$ cat src/rtl/qpi_responder_if.sv
// qpi_responder_if: pad-side QPI pins and decoder-side byte stream for qpi_responder.
// slave = the responder itself, master = host pads plus command decoder.
`timescale 1ns/1ps
interface qpi_responder_if;
    logic       qpi_csb;
    logic       qpi_clk;
    logic [3:0] qpi_io_di;
    logic [3:0] qpi_io_do;
    logic       qpi_io_oe;
    logic       rx_valid;
    logic [7:0] rx_data;
    logic       rx_first;
    logic       rx_end;
    logic       rd_req;
    logic [7:0] tx_data;
    logic       tx_valid;
    logic       tx_ready;
    logic       qpi_err;

    modport slave (
        input  qpi_csb, qpi_clk, qpi_io_di, rd_req, tx_data, tx_valid,
        output qpi_io_do, qpi_io_oe, rx_valid, rx_data, rx_first, rx_end,
               tx_ready, qpi_err
    );

    modport master (
        output qpi_csb, qpi_clk, qpi_io_di, rd_req, tx_data, tx_valid,
        input  qpi_io_do, qpi_io_oe, rx_valid, rx_data, rx_first, rx_end,
               tx_ready, qpi_err
    );
endinterface

$ cat src/rtl/qpi_responder.sv
// qpi_responder: device-side QPI link layer. Oversamples the host pins in the
// clock domain, deserialises nibble pairs into bytes and serialises response
// bytes after a one-byte turnaround.
// Optional protocol error detection: define QPI_RESPONDER_ERR_EN.
`timescale 1ns/1ps
module qpi_responder #(
    parameter int unsigned SYNC_STAGES = 2,
    parameter logic [7:0]  IDLE_BYTE   = 8'hFF
) (
    input  logic           clock,
    input  logic           reset,
    qpi_responder_if.slave bus
);

    typedef enum logic [2:0] {
        ST_IDLE,
        ST_RX,
        ST_TURN,
        ST_TX,
        ST_HOLD
    } state_t;

    state_t state, state_nxt;

    logic [SYNC_STAGES-1:0] csb_sync;
    logic [SYNC_STAGES-1:0] clk_sync;
    logic [3:0]             di_sync [SYNC_STAGES];

    // One extra stage after the synchronisers: *_r is the detection stage,
    // *_rr its previous value.
    logic       csb_r, csb_rr;
    logic       clk_r, clk_rr;
    logic [3:0] di_r;

    logic       framing;
    logic       csb_fall, csb_rise;
    logic       fall_e, rise_e;
    logic       hi_take, byte_done;
    logic       rx_take, tx_load, tx_low;
    logic [7:0] tx_sel;

    logic       hi_phase;
    logic       first_pend;
    logic [3:0] hi_nib;
    logic [3:0] tx_low_nib;

    logic       rx_valid_q, rx_first_q, rx_end_q, tx_ready_q, oe_q;
    logic [7:0] rx_data_q;
    logic [3:0] do_q;

    // Pin synchronisers; deliberately not reset so they keep tracking the pins
    // and no false edge appears when reset is released.
    always_ff @(posedge clock) begin
        csb_sync   <= {csb_sync[SYNC_STAGES-2:0], bus.qpi_csb};
        clk_sync   <= {clk_sync[SYNC_STAGES-2:0], bus.qpi_clk};
        di_sync[0] <= bus.qpi_io_di;
        for (int unsigned i = 1; i < SYNC_STAGES; i++) begin
            di_sync[i] <= di_sync[i-1];
        end
        csb_r  <= csb_sync[SYNC_STAGES-1];
        csb_rr <= csb_r;
        clk_r  <= clk_sync[SYNC_STAGES-1];
        clk_rr <= clk_r;
        di_r   <= di_sync[SYNC_STAGES-1];
    end

    // Edge and byte strobes; a csb rise forces csb_r high, which masks any clk edge.
    always_comb begin
        framing   = (state == ST_RX) || (state == ST_TURN) || (state == ST_TX);
        csb_fall  = csb_rr & ~csb_r;
        csb_rise  = ~csb_rr & csb_r;
        fall_e    = framing & ~csb_r & clk_rr & ~clk_r;
        rise_e    = framing & ~csb_r & ~clk_rr & clk_r;
        hi_take   = fall_e & hi_phase;
        byte_done = rise_e & ~hi_phase;
        rx_take   = byte_done & (state == ST_RX);
        tx_load   = hi_take & (state == ST_TX);
        tx_low    = byte_done & (state == ST_TX);
        tx_sel    = bus.tx_valid ? bus.tx_data : IDLE_BYTE;
    end

    // State register; a reset inside a live transaction parks in HOLD.
    always_ff @(posedge clock) begin
        if (reset) begin
            state <= csb_r ? ST_IDLE : ST_HOLD;
        end else begin
            state <= state_nxt;
        end
    end

    // Next-state logic; rd_req is looked at in the rx_valid cycle so a decoder
    // reacting to the command byte combinationally still gets its turnaround.
    always_comb begin
        state_nxt = state;
        case (state)
            ST_IDLE: if (csb_fall) state_nxt = ST_RX;
            ST_RX: begin
                if (csb_rise)                       state_nxt = ST_IDLE;
                else if (rx_valid_q && bus.rd_req)  state_nxt = ST_TURN;
            end
            ST_TURN: begin
                if (csb_rise)       state_nxt = ST_IDLE;
                else if (byte_done) state_nxt = ST_TX;
            end
            ST_TX:   if (csb_rise) state_nxt = ST_IDLE;
            ST_HOLD: if (csb_rise) state_nxt = ST_IDLE;
            default: state_nxt = ST_IDLE;
        endcase
    end

    // Nibble framing, receive byte assembly and transmit serialisation.
    always_ff @(posedge clock) begin
        if (reset) begin
            hi_phase   <= 1'b1;
            first_pend <= 1'b0;
            hi_nib     <= '0;
            tx_low_nib <= '0;
            rx_valid_q <= 1'b0;
            rx_first_q <= 1'b0;
            rx_end_q   <= 1'b0;
            tx_ready_q <= 1'b0;
            rx_data_q  <= '0;
            do_q       <= '0;
            oe_q       <= 1'b0;
        end else begin
            rx_valid_q <= rx_take;
            rx_first_q <= rx_take & first_pend;
            rx_end_q   <= csb_rise & framing;
            tx_ready_q <= tx_load & bus.tx_valid;
            if (csb_fall) begin
                hi_phase   <= 1'b1;
                first_pend <= 1'b1;
            end
            if (hi_take) begin
                hi_nib   <= di_r;
                hi_phase <= 1'b0;
            end
            if (byte_done) begin
                hi_phase <= 1'b1;
            end
            if (rx_take) begin
                rx_data_q  <= {hi_nib, di_r};
                first_pend <= 1'b0;
            end
            if (tx_load) begin
                tx_low_nib <= tx_sel[3:0];
                do_q       <= tx_sel[7:4];
                oe_q       <= 1'b1;
            end
            if (tx_low) begin
                do_q <= tx_low_nib;
            end
            if (csb_rise) begin
                oe_q <= 1'b0;
            end
        end
    end

    assign bus.rx_valid  = rx_valid_q;
    assign bus.rx_first  = rx_first_q;
    assign bus.rx_end    = rx_end_q;
    assign bus.rx_data   = rx_data_q;
    assign bus.tx_ready  = tx_ready_q;
    assign bus.qpi_io_do = do_q;
    assign bus.qpi_io_oe = oe_q;

`ifdef QPI_RESPONDER_ERR_EN
    logic err_q;
    logic tx_was_valid;

    // Sticky protocol error: partial byte, wrong edge polarity, or TX underrun.
    always_ff @(posedge clock) begin
        if (reset) begin
            err_q        <= 1'b0;
            tx_was_valid <= 1'b0;
        end else begin
            if (tx_load) begin
                tx_was_valid <= bus.tx_valid;
            end
            if (csb_fall) begin
                err_q <= 1'b0;
            end else if ((csb_rise & framing & ~hi_phase) |
                         (fall_e & ~hi_phase) | (rise_e & hi_phase) |
                         (tx_low & ~tx_was_valid)) begin
                err_q <= 1'b1;
            end
        end
    end

    assign bus.qpi_err = err_q;
`else
    assign bus.qpi_err = 1'b0;
`endif

endmodule

$ cat src/flat_wrapper.sv
// flat-port wrapper written by rule: the top's interface ports become plain ports
module qpi_responder_flat 
#(
    parameter int unsigned SYNC_STAGES = 2,
    parameter logic [7:0]  IDLE_BYTE   = 8'hFF
)
  (clock, reset, bus_qpi_csb, bus_qpi_clk, bus_qpi_io_di, bus_rd_req, bus_tx_data, bus_tx_valid, bus_qpi_io_do, bus_qpi_io_oe, bus_rx_valid, bus_rx_data, bus_rx_first, bus_rx_end, bus_tx_ready, bus_qpi_err);
  qpi_responder_if bus_i ();
  input  logic clock;
  input  logic reset;
  input wire logic [$bits(bus_i.qpi_csb)-1:0] bus_qpi_csb;
  input wire logic [$bits(bus_i.qpi_clk)-1:0] bus_qpi_clk;
  input wire logic [$bits(bus_i.qpi_io_di)-1:0] bus_qpi_io_di;
  input wire logic [$bits(bus_i.rd_req)-1:0] bus_rd_req;
  input wire logic [$bits(bus_i.tx_data)-1:0] bus_tx_data;
  input wire logic [$bits(bus_i.tx_valid)-1:0] bus_tx_valid;
  output wire logic [$bits(bus_i.qpi_io_do)-1:0] bus_qpi_io_do;
  output wire logic [$bits(bus_i.qpi_io_oe)-1:0] bus_qpi_io_oe;
  output wire logic [$bits(bus_i.rx_valid)-1:0] bus_rx_valid;
  output wire logic [$bits(bus_i.rx_data)-1:0] bus_rx_data;
  output wire logic [$bits(bus_i.rx_first)-1:0] bus_rx_first;
  output wire logic [$bits(bus_i.rx_end)-1:0] bus_rx_end;
  output wire logic [$bits(bus_i.tx_ready)-1:0] bus_tx_ready;
  output wire logic [$bits(bus_i.qpi_err)-1:0] bus_qpi_err;
  assign bus_i.qpi_csb = bus_qpi_csb;
  assign bus_i.qpi_clk = bus_qpi_clk;
  assign bus_i.qpi_io_di = bus_qpi_io_di;
  assign bus_i.rd_req = bus_rd_req;
  assign bus_i.tx_data = bus_tx_data;
  assign bus_i.tx_valid = bus_tx_valid;
  assign bus_qpi_io_do = bus_i.qpi_io_do;
  assign bus_qpi_io_oe = bus_i.qpi_io_oe;
  assign bus_rx_valid = bus_i.rx_valid;
  assign bus_rx_data = bus_i.rx_data;
  assign bus_rx_first = bus_i.rx_first;
  assign bus_rx_end = bus_i.rx_end;
  assign bus_tx_ready = bus_i.tx_ready;
  assign bus_qpi_err = bus_i.qpi_err;
  qpi_responder #(.SYNC_STAGES(SYNC_STAGES), .IDLE_BYTE(IDLE_BYTE)) u_core (.clock(clock), .reset(reset), .bus(bus_i));
endmodule
$ cat config.mk
export PLATFORM = sky130hd
export DESIGN_NAME = qpi_responder_flat
export DESIGN_NICKNAME = d
export VERILOG_FILES = /design/src/rtl/qpi_responder_if.sv /design/src/rtl/qpi_responder.sv /design/src/flat_wrapper.sv
export SDC_FILE = /design/constraint.sdc
export NUM_CORES = 1
export LEC_CHECK = 0
export BUFFER_PORTS_ARGS = -buffer_cell sky130_fd_sc_hd__buf_2
export CAP_MARGIN = 20
export CORE_MARGIN = 4
export CORE_UTILIZATION = 56
export DETAILED_ROUTE_END_ITERATION = 8
export PLACE_DENSITY = 0.8
export SYNTH_ARGS = -nofsm -noshare
export SYNTH_HDL_FRONTEND = slang
export SYNTH_SLANG_ARGS = --single-unit
$ cat constraint.sdc
create_clock -name clock -period 2.4 [get_ports clock]
set_input_delay 0.24 -clock clock [delete_from_list [all_inputs] [get_ports clock]]
set_output_delay 0.24 -clock clock [all_outputs]
set_load 0.01 [all_outputs]
==> run_results.csv <==
group,metric,value,unit
worst_setup_path,worstSetupStartpointType,"flip-flop",
logic_synthesis,syn_nets,162,
run_status,outcome,"finished clean",
sta,rsz0062_at_grt,"no",
logic_synthesis,synth_area_leaders,"dfxtp_1, edfxtp_1, a22o_1",
logic_synthesis,synth_enable_flop_cells,3,
detailed_routing,wl_per_cell,15.2,um
sta,period_share,69.8,%
detailed_routing,first_iter_violations,54,
placed_design,placed_cells,197,
finish,multiInputGateArea,577,um^2
hold_path,hp-class,"in2reg",
logic_synthesis,synth_warnings,0,
grt,track_usage,17.6,%
logic_synthesis,netlist_instances,144,
detailed_routing,antenna_left,0,
sta,timing.fmax,597,MHz
sta,finalHoldViolations,0,
clocking,htree_levels,2,
finish,finalNetCount,197,
detailed_routing,viasPerCell,5.73,
worst_setup_path,slowest_stage,"dfxtp_1",
floorplanning,start_util,60.3,%
grt,grt_max_degree,23,
worst_setup_path,arrival,1.73,ns
pwr,p_per_area,798,mW/mm^2
grt,grt_pass1_wl,5550,um
logic_synthesis,yosys.area.top_type_share,55.2,%
sta,slew_violations,0,
pwr,p_leak,0.824,nW
placed_design,portBuffers,34,
floorplanning,die_w,63.2,um
clocking,clk_path_buf_depth,2,
finish,nFillCells,205,
worst_setup_path,worstSetupPathType,"reg2reg",
worst_setup_path,end_kind,"flip-flop",
finish,syn2layout_area_growth,15.0,%
sta,setup_tns,0,ns
worst_setup_path,required,2.46,ns
logic_synthesis,syn_area,0.00171,mm^2
finish,seq_area,0.00103,mm^2
worst_setup_path,cp_slowest_stage_delay,0.52,ns
placed_design,place_congestion,0.838,
logic_synthesis,yosysTopAreaCell,"dfxtp_1",
floorplanning,dieArea,0.00399,mm^2
sta,post-route-min-period,1.68,ns
finish,diodes,0,
job,maxCapViolCount,0,
clocking,cts-root-buf,"clkbuf_4",
logic_synthesis,synth_flop_cell,"dfxtp_1",
clocking,cts_tree,"yes",
grt,grt_pass1_vias,1205,
detailed_routing,route.detailed.drc,0,
logic_synthesis,async_flop_share,0,%
sta,tightest_slew,0.526,ns
worst_setup_path,cp_max_fo,10,
floorplanning,die_h,63.2,um
finish,fin_cells,211,
clocking,clk_pin_slew_worst_paths,0.15,ns
logic_synthesis,postSynthAreaPerCell,11.8,um^2
clocking,cts_buffers,5,
finish,drive_gt1_share,29.4,%
sta,maxSlewHeadroom,65.0,%
grt,grt-ovfl-total,0,
logic_synthesis,yosysSeqAreaShare,60.5,%
detailed_routing,dr.pass1.iters,4,
grt,antenna_found_initial,0,
detailed_routing,vias,1208,
logic_synthesis,yosys.cell_types.count,39,
detailed_routing,wl,3200,um
logic_synthesis,synth_seq_cells,50,
clocking,cts_resized,0,
clocking,clock_latency,0.36,ns
floorplanning,ios,36,
clocking,clkSinkCount,50,
worst_setup_path,path_cells,"nor2b_1, a2111oi_0, a21oi_1",
floorplanning,rows,19,
placed_design,dp_hpwl,2330,um
floorplanning,core-area,0.00283,mm^2
pwr,vdd_drop_max,0.512,mV
sta,finClkSkew,0.00626,ns
sta,finalSetupViolations,0,
## final timing paths
check / from / endpoint / slack, ns / cells after the start
setup / recovery: u_core.csb_r / u_core.state[2] / 0.72 / 3
hold / removal: bus_tx_data[5] / u_core.bus.qpi_io_do[1] / 0.16 / 2
setup reg to reg: u_core.csb_r / u_core.state[2] / 0.72 / 3
hold reg to reg: u_core.csb_sync[1] / u_core.csb_r / 0.35 / 0
## what timing repair did
item	4_1_cts	5_1_grt
setup endpoints to repair	0	0
buffers inserted	0	0
hold endpoints to repair	6	0
hold buffers	6	0
## routing by layer
metal  vias to the layer above  part of all wire, %  global-route usage, %
li1                        603                    -                      -
met1                       563                   44                   22.0
met2                        38                   50                   29.6
met3                         4                  5.0                   5.33
met4                         0                 0.78                   4.04
met5                         -                    0                      0
## layout make-up
cell class	count	share of cell area [%]
sequential	50	52.6
clock inverter	3	1.47
tap	31	1.98
clock buffer	5	1.91
inverter	5	0.957
multi-input combinational	77	29.4
timing repair buffer	40	11.7
## Yosys cell counts, types with 2 or more instances
| master | number |
|---|---|
| edfxtp_1 | 3 |
| and4b_1 | 5 |
| nor2b_1 | 3 |
| nor2_1 | 4 |
| nor3b_1 | 2 |
| buf_6 | 2 |
| nand4_1 | 4 |
| buf_4 | 4 |
| and3_1 | 2 |
| a2111oi_0 | 2 |
| buf_2 | 2 |
| nand2_1 | 2 |
| clkbuf_1 | 3 |
| inv_1 | 5 |
| a31oi_1 | 5 |
| nor3_1 | 4 |
| o221a_2 | 4 |
| or2_1 | 2 |
| o31ai_1 | 4 |
| a22o_1 | 8 |
| dfxtp_1 | 47 |
| a21oi_1 | 10 |
## placed cells by master, fill, tap and decap left out, types with 3 or more instances in the layout
cell type      synthesis  routed
dfxtp_1               47      47
edfxtp_1               3       3
and4b_1                5       5
clkbuf_4               0       5
dlygate4sd3_1          0       6
nor2b_1                3       3
nor2_1                 4       4
a31oi_1                5       5
buf_2                  2      34
nor3_1                 4       4
a22o_1                 8       8
o31ai_1                4       4
a21oi_1               10      10
o221a_2                4       4
inv_1                  5       5
nand4_1                4       4
## critical path, delay by kind of cell, from the launching register on
family	cells	cell delay, ns
compound gates	2	0.43
simple gates	1	0.43
flops	1	0.52
## state kept, by name, summed over array words and instances, names as in the netlist, 2 cells and up
name and flops:
u_core.bus.rx_data 8, u_core.di_sync 8, u_core.bus.qpi_io_do 4, u_core.di_r 4, u_core.hi_nib 4, u_core.tx_low_nib 4, u_core.state 3, u_core.clk_sync 2
u_core.csb_sync 2
## stage by stage
| stage | utilization [%] | worst slack (ns) | hold WS (ns) | power (mW) | area, um^2 |
|---|---|---|---|---|---|
| detailed placement | 64.9 | 0.773 | 0.313 | 1.18 | 1840 |
| CTS | 69.3 | 0.747 | 0.138 | 1.57 | 1960 |
| finish | 69.3 | 0.725 | 0.156 | 1.57 | 1960 |
| global route | 69.3 | 0.637 | 0.122 | 1.65 | 1960 |
| floorplan | - | 0.902 | 0.268 | 1.14 | 1710 |
| global placement | 64.9 | 0.888 | 0.310 | 1.16 | 1840 |
## power breakdown
group	internal, mW	leakage (nW)	switching (mW)
clock network	0.126	0.0373	0.270
logic	0.0865	0.367	0.123
registers	0.900	0.419	0.0611
total	1.11	0.824	0.454
## cell families (layout without fill, tap and decap cells)
logic type                Yosys count  after routing  synth area share [%]
DFF                                50             50                  60.5
and+or+nand+nor                    36             36                  15.3
other                               1              1                 0.220
xor gates and xnor gates            1              1                 0.514
buffers and inverters              17             53                  5.72
AOI/OAI and AO/OA                  39             39                  17.8
(Power assumes the default switching activity.)
